==> config.mk <==
export PLATFORM = sky130hd
export DESIGN_NAME = screen_sequencer_flat
export DESIGN_NICKNAME = d
export VERILOG_FILES = /design/src/rtl/screen_sequencer_if.sv /design/src/rtl/screen_sequencer.sv /design/src/flat_wrapper.sv
export SDC_FILE = /design/constraint.sdc
export NUM_CORES = 1
export LEC_CHECK = 0
export BUFFER_PORTS_ARGS = -buffer_cell sky130_fd_sc_hd__buf_2
export CAP_MARGIN = 20
export CORE_AREA = 4 4 55 57
export CTS_CLUSTER_DIAMETER = 50
export CTS_CLUSTER_SIZE = 8
export DETAILED_ROUTE_END_ITERATION = 10
export DIE_AREA = 0 0 59 61
export PLACE_DENSITY = 0.66
export SETUP_SLACK_MARGIN = 0.2
export SLEW_MARGIN = 20
export SYNTH_ARGS = -nofsm -noshare
export SYNTH_HDL_FRONTEND = slang
export SYNTH_SLANG_ARGS = --single-unit
==> constraint.sdc <==
create_clock -name clk_100MHz -period 4.2 [get_ports clk_100MHz]
set_input_delay 0.84 -clock clk_100MHz [delete_from_list [all_inputs] [get_ports clk_100MHz]]
set_output_delay 0.84 -clock clk_100MHz [all_outputs]
set_load 0.02 [all_outputs]
==> src/rtl/screen_sequencer_if.sv <==
`default_nettype none
// ============================================================================
//  Module      : screen_sequencer_if
//  Description : Signal bundle between the TicTacToe screen sequencer and
//                its surroundings (button, game logic, VGA timing, divider).
//  Revision    : 1.0 - initial release
// ============================================================================
interface screen_sequencer_if;
    // Inputs to the sequencer
    logic       start;      // raw pushbutton, asynchronous
    logic       game_over;  // level from game logic, clk_100MHz domain
    logic [1:0] winner;     // 01 X, 10 O, 11 draw, 00 none
    logic       vsync;      // frame pulse from the 50 MHz VGA domain
    logic       clk1Hz;     // 1 Hz square wave

    // Outputs from the sequencer
    logic       ceSS;       // start-screen enable
    logic       cePS;       // play-screen enable
    logic       ceWS;       // winner-screen enable
    logic       game_rst;   // one-cycle game clear on PLAY entry
    logic [1:0] winner_q;   // latched winner
    logic [1:0] screen;     // 00 START, 01 PLAY, 10 WIN

    // Environment side: drives stimuli, observes enables
    modport master (
        output start, game_over, winner, vsync, clk1Hz,
        input  ceSS, cePS, ceWS, game_rst, winner_q, screen
    );

    // Sequencer side
    modport slave (
        input  start, game_over, winner, vsync, clk1Hz,
        output ceSS, cePS, ceWS, game_rst, winner_q, screen
    );
endinterface
`default_nettype wire

==> src/rtl/screen_sequencer.sv <==
`default_nettype none
// ============================================================================
//  Module      : screen_sequencer
//  Description : START / PLAY / WIN screen sequencer for the TicTacToe VGA
//                display. Screen changes are deferred to the next frame
//                boundary (vsync rising edge) so no frame is torn.
//  Revision    : 1.0 - initial release
// ============================================================================
module screen_sequencer #(
    parameter int WIN_SECS = 5,   // winner screen duration in seconds (1..15)
    parameter int CNT_W    = 4    // width of the seconds counter
) (
    input  logic               clk_100MHz,
    input  logic               reset,
    screen_sequencer_if.slave  bus
);

    typedef enum logic [1:0] {
        ST_START = 2'b00,
        ST_PLAY  = 2'b01,
        ST_WIN   = 2'b10
    } state_t;

    localparam logic [CNT_W-1:0] c_SEC_LAST = CNT_W'(WIN_SECS - 1);

    // ------------------------------------------------------------------
    // Input conditioning: 2-FF synchronizer, delay flop, registered edge
    // ------------------------------------------------------------------
    logic r_start_s1, r_start_s2, r_start_d, r_start_edge;
    logic r_vs_s1,    r_vs_s2,    r_vs_d,    r_frame_tick;
    logic r_sec_s1,   r_sec_s2,   r_sec_d,   r_sec_tick;

    // Start button: the whole chain presets to 1 so a button held through
    // reset is treated as already pressed and must be seen low before the
    // first press can register.
    always_ff @(posedge clk_100MHz or posedge reset) begin
        if (reset) begin
            r_start_s1   <= 1'b1;
            r_start_s2   <= 1'b1;
            r_start_d    <= 1'b1;
            r_start_edge <= 1'b0;
        end else begin
            r_start_s1   <= bus.start;
            r_start_s2   <= r_start_s1;
            r_start_d    <= r_start_s2;
            r_start_edge <= r_start_s2 & ~r_start_d;
        end
    end

    // vsync crosses from the VGA domain; its rising edge marks a frame boundary
    always_ff @(posedge clk_100MHz or posedge reset) begin
        if (reset) begin
            r_vs_s1      <= 1'b0;
            r_vs_s2      <= 1'b0;
            r_vs_d       <= 1'b0;
            r_frame_tick <= 1'b0;
        end else begin
            r_vs_s1      <= bus.vsync;
            r_vs_s2      <= r_vs_s1;
            r_vs_d       <= r_vs_s2;
            r_frame_tick <= r_vs_s2 & ~r_vs_d;
        end
    end

    // 1 Hz divider output turned into a one-cycle seconds tick
    always_ff @(posedge clk_100MHz or posedge reset) begin
        if (reset) begin
            r_sec_s1   <= 1'b0;
            r_sec_s2   <= 1'b0;
            r_sec_d    <= 1'b0;
            r_sec_tick <= 1'b0;
        end else begin
            r_sec_s1   <= bus.clk1Hz;
            r_sec_s2   <= r_sec_s1;
            r_sec_d    <= r_sec_s2;
            r_sec_tick <= r_sec_s2 & ~r_sec_d;
        end
    end

    // ------------------------------------------------------------------
    // Sequencer state
    // ------------------------------------------------------------------
    state_t           r_state;
    state_t           r_target;
    logic             r_pending;
    logic [CNT_W-1:0] r_secs;
    logic             r_game_rst;
    logic [1:0]       r_winner_q;
    logic             r_ce_ss, r_ce_ps, r_ce_ws;

    state_t w_next;
    state_t w_req_tgt;
    logic   w_req;        // a screen change is wanted this cycle
    logic   w_accept;     // request is taken (nothing already pending)
    logic   w_switch;     // state changes at the end of this cycle
    logic   w_timeout;    // winner screen has been shown long enough
    logic   w_enter_play;
    logic   w_enter_win;

    // Next-state logic: raise requests per screen, commit them on a frame tick
    always_comb begin
        w_req     = 1'b0;
        w_req_tgt = r_state;
        w_timeout = 1'b0;
        w_next    = r_state;

        unique case (r_state)
            ST_START: begin
                w_req     = r_start_edge;
                w_req_tgt = ST_PLAY;
            end
            ST_PLAY: begin
                // game logic is still being cleared during the game_rst cycle
                w_req     = bus.game_over & ~r_game_rst;
                w_req_tgt = ST_WIN;
            end
            ST_WIN: begin
                w_timeout = r_sec_tick & (r_secs == c_SEC_LAST);
                w_req     = r_start_edge | w_timeout;
                w_req_tgt = ST_START;
            end
            default: begin
                w_req     = 1'b0;
                w_req_tgt = ST_START;
            end
        endcase

        w_accept = w_req & ~r_pending;
        w_switch = r_frame_tick & (r_pending | w_req);

        if (w_switch) begin
            w_next = r_pending ? r_target : w_req_tgt;
        end
        if ((r_state != ST_START) && (r_state != ST_PLAY) && (r_state != ST_WIN)) begin
            w_next = ST_START;
        end

        w_enter_play = w_switch & (w_next == ST_PLAY) & (r_state != ST_PLAY);
        w_enter_win  = w_switch & (w_next == ST_WIN)  & (r_state != ST_WIN);
    end

    // State register with one-hot screen enables registered alongside
    always_ff @(posedge clk_100MHz or posedge reset) begin
        if (reset) begin
            r_state <= ST_START;
            r_ce_ss <= 1'b1;
            r_ce_ps <= 1'b0;
            r_ce_ws <= 1'b0;
        end else begin
            r_state <= w_next;
            r_ce_ss <= (w_next == ST_START);
            r_ce_ps <= (w_next == ST_PLAY);
            r_ce_ws <= (w_next == ST_WIN);
        end
    end

    // Pending request: first request wins and is held until the frame tick
    always_ff @(posedge clk_100MHz or posedge reset) begin
        if (reset) begin
            r_pending <= 1'b0;
            r_target  <= ST_START;
        end else if (w_switch) begin
            r_pending <= 1'b0;
        end else if (w_accept) begin
            r_pending <= 1'b1;
            r_target  <= w_req_tgt;
        end
    end

    // One-cycle game clear on the first PLAY cycle
    always_ff @(posedge clk_100MHz or posedge reset) begin
        if (reset) begin
            r_game_rst <= 1'b0;
        end else begin
            r_game_rst <= w_enter_play;
        end
    end

    // Winner latch: cleared on PLAY entry, captured with the game-over request
    always_ff @(posedge clk_100MHz or posedge reset) begin
        if (reset) begin
            r_winner_q <= 2'b00;
        end else if (w_enter_play) begin
            r_winner_q <= 2'b00;
        end else if ((r_state == ST_PLAY) && w_accept) begin
            r_winner_q <= bus.winner;
        end
    end

    // Seconds counter for the winner screen, saturating at the last second
    always_ff @(posedge clk_100MHz or posedge reset) begin
        if (reset) begin
            r_secs <= '0;
        end else if (w_enter_win) begin
            r_secs <= '0;
        end else if ((r_state == ST_WIN) && r_sec_tick && (r_secs != c_SEC_LAST)) begin
            r_secs <= r_secs + 1'b1;
        end
    end

    assign bus.ceSS     = r_ce_ss;
    assign bus.cePS     = r_ce_ps;
    assign bus.ceWS     = r_ce_ws;
    assign bus.game_rst = r_game_rst;
    assign bus.winner_q = r_winner_q;
    assign bus.screen   = r_state;

endmodule
`default_nettype wire

==> src/flat_wrapper.sv <==
// flat-port wrapper written by rule: the top's interface ports become plain ports
module screen_sequencer_flat 
#(
    parameter int WIN_SECS = 5,                                               
    parameter int CNT_W    = 4                                   
)
  (clk_100MHz, reset, bus_start, bus_game_over, bus_winner, bus_vsync, bus_clk1Hz, bus_ceSS, bus_cePS, bus_ceWS, bus_game_rst, bus_winner_q, bus_screen);
  screen_sequencer_if bus_i ();
  input  logic clk_100MHz;
  input  logic reset;
  input wire logic [$bits(bus_i.start)-1:0] bus_start;
  input wire logic [$bits(bus_i.game_over)-1:0] bus_game_over;
  input wire logic [$bits(bus_i.winner)-1:0] bus_winner;
  input wire logic [$bits(bus_i.vsync)-1:0] bus_vsync;
  input wire logic [$bits(bus_i.clk1Hz)-1:0] bus_clk1Hz;
  output wire logic [$bits(bus_i.ceSS)-1:0] bus_ceSS;
  output wire logic [$bits(bus_i.cePS)-1:0] bus_cePS;
  output wire logic [$bits(bus_i.ceWS)-1:0] bus_ceWS;
  output wire logic [$bits(bus_i.game_rst)-1:0] bus_game_rst;
  output wire logic [$bits(bus_i.winner_q)-1:0] bus_winner_q;
  output wire logic [$bits(bus_i.screen)-1:0] bus_screen;
  assign bus_i.start = bus_start;
  assign bus_i.game_over = bus_game_over;
  assign bus_i.winner = bus_winner;
  assign bus_i.vsync = bus_vsync;
  assign bus_i.clk1Hz = bus_clk1Hz;
  assign bus_ceSS = bus_i.ceSS;
  assign bus_cePS = bus_i.cePS;
  assign bus_ceWS = bus_i.ceWS;
  assign bus_game_rst = bus_i.game_rst;
  assign bus_winner_q = bus_i.winner_q;
  assign bus_screen = bus_i.screen;
  screen_sequencer #(.WIN_SECS(WIN_SECS), .CNT_W(CNT_W)) u_core (.clk_100MHz(clk_100MHz), .reset(reset), .bus(bus_i));
endmodule
==> out/qor.txt <==
fillers -> 205
Mapped Avg Cell Area -> 12.29 um^2
final period utilization -> 0.5327
Fin Clk Skew -> 0.005253 ns
Post-Synth XOR/XNOR Area -> 0.02096
largest net degree at the start of global routing -> 28
Worst Tran Pin Value -> 0.6495 ns
Tmin final -> 2.237 ns
Mapped Cells -> 102
Crit-path slowest cell -> dfrtp_1
Yosys cell types -> 35
vias per cell -> 5.331
Worst-Skew Late Latency -> 0.32 ns
Syn. warnings -> 0
count of buffers from port buffering -> 15
via count -> 789
Inst Count DP -> 143
pre-CTS setup slack -> 2.297 ns
vias in the first global route -> 800
cts hold-fix bufs -> 0
layout cells sized above 1 -> 0.2966
Pint -> 0.5116 mW
post-cts resize count -> 0
Max VDD drop -> 0.0002698 V
initial antenna violation count -> 0
ANT nets after route -> 0
Critical Path RT -> 3.36 ns
Hold Fails Final Rpt -> 0
Slew HR -> 0.5670
RSZ-0062 raised after global routing -> false
final setup fails -> 0
first-pass GRT wire length -> 3691 um
area of the multi-input gates -> 530.5 um^2
Setup crit end kind -> primary output
switching power -> 0.3170 mW
gr usage total -> 0.1418
total CTS buffers -> 3
Synth Register Bits -> 27
die height -> 61 um
postcts setup bufs -> 0
Final HPWL DP -> 1450 um
drc violations -> 0
syn nets -> 112
crit start category -> flip-flop
Clk pwr share -> 0.135
Die ar. -> 3599 um^2
sequential element share of the synthesized area -> 0.5429
CTS sink cnt -> 27
worst path cell trace -> buf_2
combinational power share -> 0.372
Initial Utilization -> 0.5061
Total Neg Setup Slack -> 0 ns
outcome -> finished clean
Power, Total -> 0.8285 mW
fin. max-slew vios -> 0
WP data arrival -> 1.40 ns
Buf+Inv Stages, Crit Path -> 1
diode count -> 0
Synth Area in Adders -> 0.01996
fin worst setup slack -> 1.963 ns
area growth from synthesis to layout -> 11.98%
WL final -> 2061 um
Sequential Area -> 680.7 um^2
max_cap viols -> 0
drt first pass iters -> 4
sw frac -> 0.3826
fmax -> 447.0 MHz
Rows -> 18
Reg clk slew, reported paths -> 0.14 ns
CP Class -> reg -> out
Slowest Stage Delay on Critical Path -> 0.79 ns
DRT iter0 DRCs -> 28
commonest cells after routing, fill and taps aside -> dfrtp_1, buf_2, nor2_1, nand2_1, inv_1
Layout Cells excl Fill -> 148
mux cell area share after synthesis -> 0.03393
Die X -> 59 um
CTS H-tree lvls -> 1
critical path's top delay family -> flip-flops
Power per Cell Area -> 590.2 nW/um^2
sequential power share -> 0.493
CP Max Fanout -> 18
Top Ports -> 16
routability congestion estimate from global placement -> 0.7574
GRT overflow -> 0
CTS Root Cell -> clkbuf_4
area share of and/or/nand/nor cells after synthesis -> 0.2216
most common cell after layout, fill and taps aside -> dfrtp_1
final net count -> 129
cell area after synthesis -> 1254 um^2
routed len/inst -> 13.93 um
largest family of logic cells by synthesized area -> simple AND/OR/NAND/NOR gates
Max Buffers Root-to-Sink -> 2
area of the core -> 2477 um^2
CTS tree -> built
post-synthesis compound-gate area fraction -> 0.1267
Hold Path Class -> reg -> reg
Fin Hold WS -> 0.3678 ns
Leak -> 0.6491 nW
==> flip-flops by register name, indices dropped and copies added, names as in the netlist, 2 cells and up <==
name	count
u_core.r_secs	4
u_core.bus.winner_q	2
u_core.r_target	2
u_core.bus.screen	2
==> per-layer routing <==
metal / GRT usage / share of wire / up-vias
met2: 0.2508 / 0.51 / 12
li1: - / - / 386
met4: 0.06796 / 0.013 / 0
met5: 0 / 0 / -
met3: 0.03191 / 0.031 / 4
met1: 0.1626 / 0.45 / 387
==> area by class of cell <==
class | count | share of cell area
Sequential cell | 27 | 0.4848
Clock buffer | 3 | 0.01604
Tap cell | 30 | 0.02674
Timing Repair Buffer | 16 | 0.07308
Multi-Input combinational cell | 65 | 0.3779
Clock inverter | 1 | 0.005348
Inverter | 6 | 0.01604
==> path summary, 6_finish.rpt <==
check	from	end	slack [ns]	cells after the start
max in group asynchronous	reset	u_core.r_start_d$_DFF_PP1_	3.26	3
max reg2reg	u_core.bus.screen[0]$_DFF_PP0_	u_core.r_secs[1]$_DFFE_PP0P_	2.36	4
min reg2reg	u_core.r_start_s1$_DFF_PP1_	u_core.r_start_s2$_DFF_PP1_	0.37	0
min in group asynchronous	reset	u_core.bus.winner_q[0]$_DFFE_PP0P_	0.45	2
max	u_core.bus.screen[0]$_DFF_PP0_	bus_screen[0]	1.96	1
min	u_core.r_start_s1$_DFF_PP1_	u_core.r_start_s2$_DFF_PP1_	0.37	0
==> logic make-up after synthesis <==
logic type,after synthesis
flops,27
compound gates,20
simple gates,36
buf+inv,10
mux,4
xor+xnor,3
fa+ha+maj,2
==> power by group through the flow <==
stage | Clock, mW | Combinational [mW] | Sequential [mW]
after floorplan | 0 | 0.237 | 0.410
after global placement | 0 | 0.301 | 0.411
after detailed placement | 0 | 0.307 | 0.413
after CTS | 0.120 | 0.309 | 0.409
after global routing | 0.133 | 0.341 | 0.422
final | 0.112 | 0.308 | 0.409
==> per-stage QoR <==
stage          area [um^2]    util
2_1_floorplan         1254       -
3_3_place_gp          1346  0.5434
3_5_place_dp          1346  0.5434
4_1_cts               1376  0.5556
5_1_grt               1404  0.5667
6_report              1404  0.5667
==> cells in the mapped netlist <==
master | count | area [um^2]
nand3b_4 | 2 | 40.04
nor2_1 | 9 | 33.78
nand4bb_4 | 1 | 27.53
a311oi_2 | 1 | 15.01
inv_1 | 6 | 22.52
nand2b_1 | 3 | 18.77
o21ai_0 | 5 | 25.02
nor2b_1 | 4 | 25.02
dfstp_2 | 4 | 105.1
nand2_1 | 7 | 26.28
nor3b_1 | 2 | 15.01
o2111a_4 | 1 | 20.02
xnor2_1 | 2 | 17.52
o211ai_1 | 2 | 15.01
a221o_1 | 1 | 10.01
buf_4 | 1 | 7.510
a31oi_1 | 1 | 6.260
o2bb2ai_1 | 2 | 17.52
a31o_1 | 1 | 8.760
xor2_1 | 1 | 8.760
nor4bb_4 | 2 | 50.05
and3b_1 | 2 | 17.52
nand3_1 | 2 | 10.01
clkbuf_1 | 1 | 3.750
nor2b_2 | 1 | 8.760
dfrtp_1 | 23 | 575.6
nor3_1 | 1 | 5.000
o211ai_2 | 1 | 12.51
a21oi_1 | 4 | 20.02
buf_2 | 1 | 5.000
mux2i_1 | 2 | 20.02
ha_1 | 2 | 25.02
mux2_2 | 2 | 22.52
buf_1 | 1 | 3.750
o22a_1 | 1 | 8.760
Power figures use the tool's default switching activity.
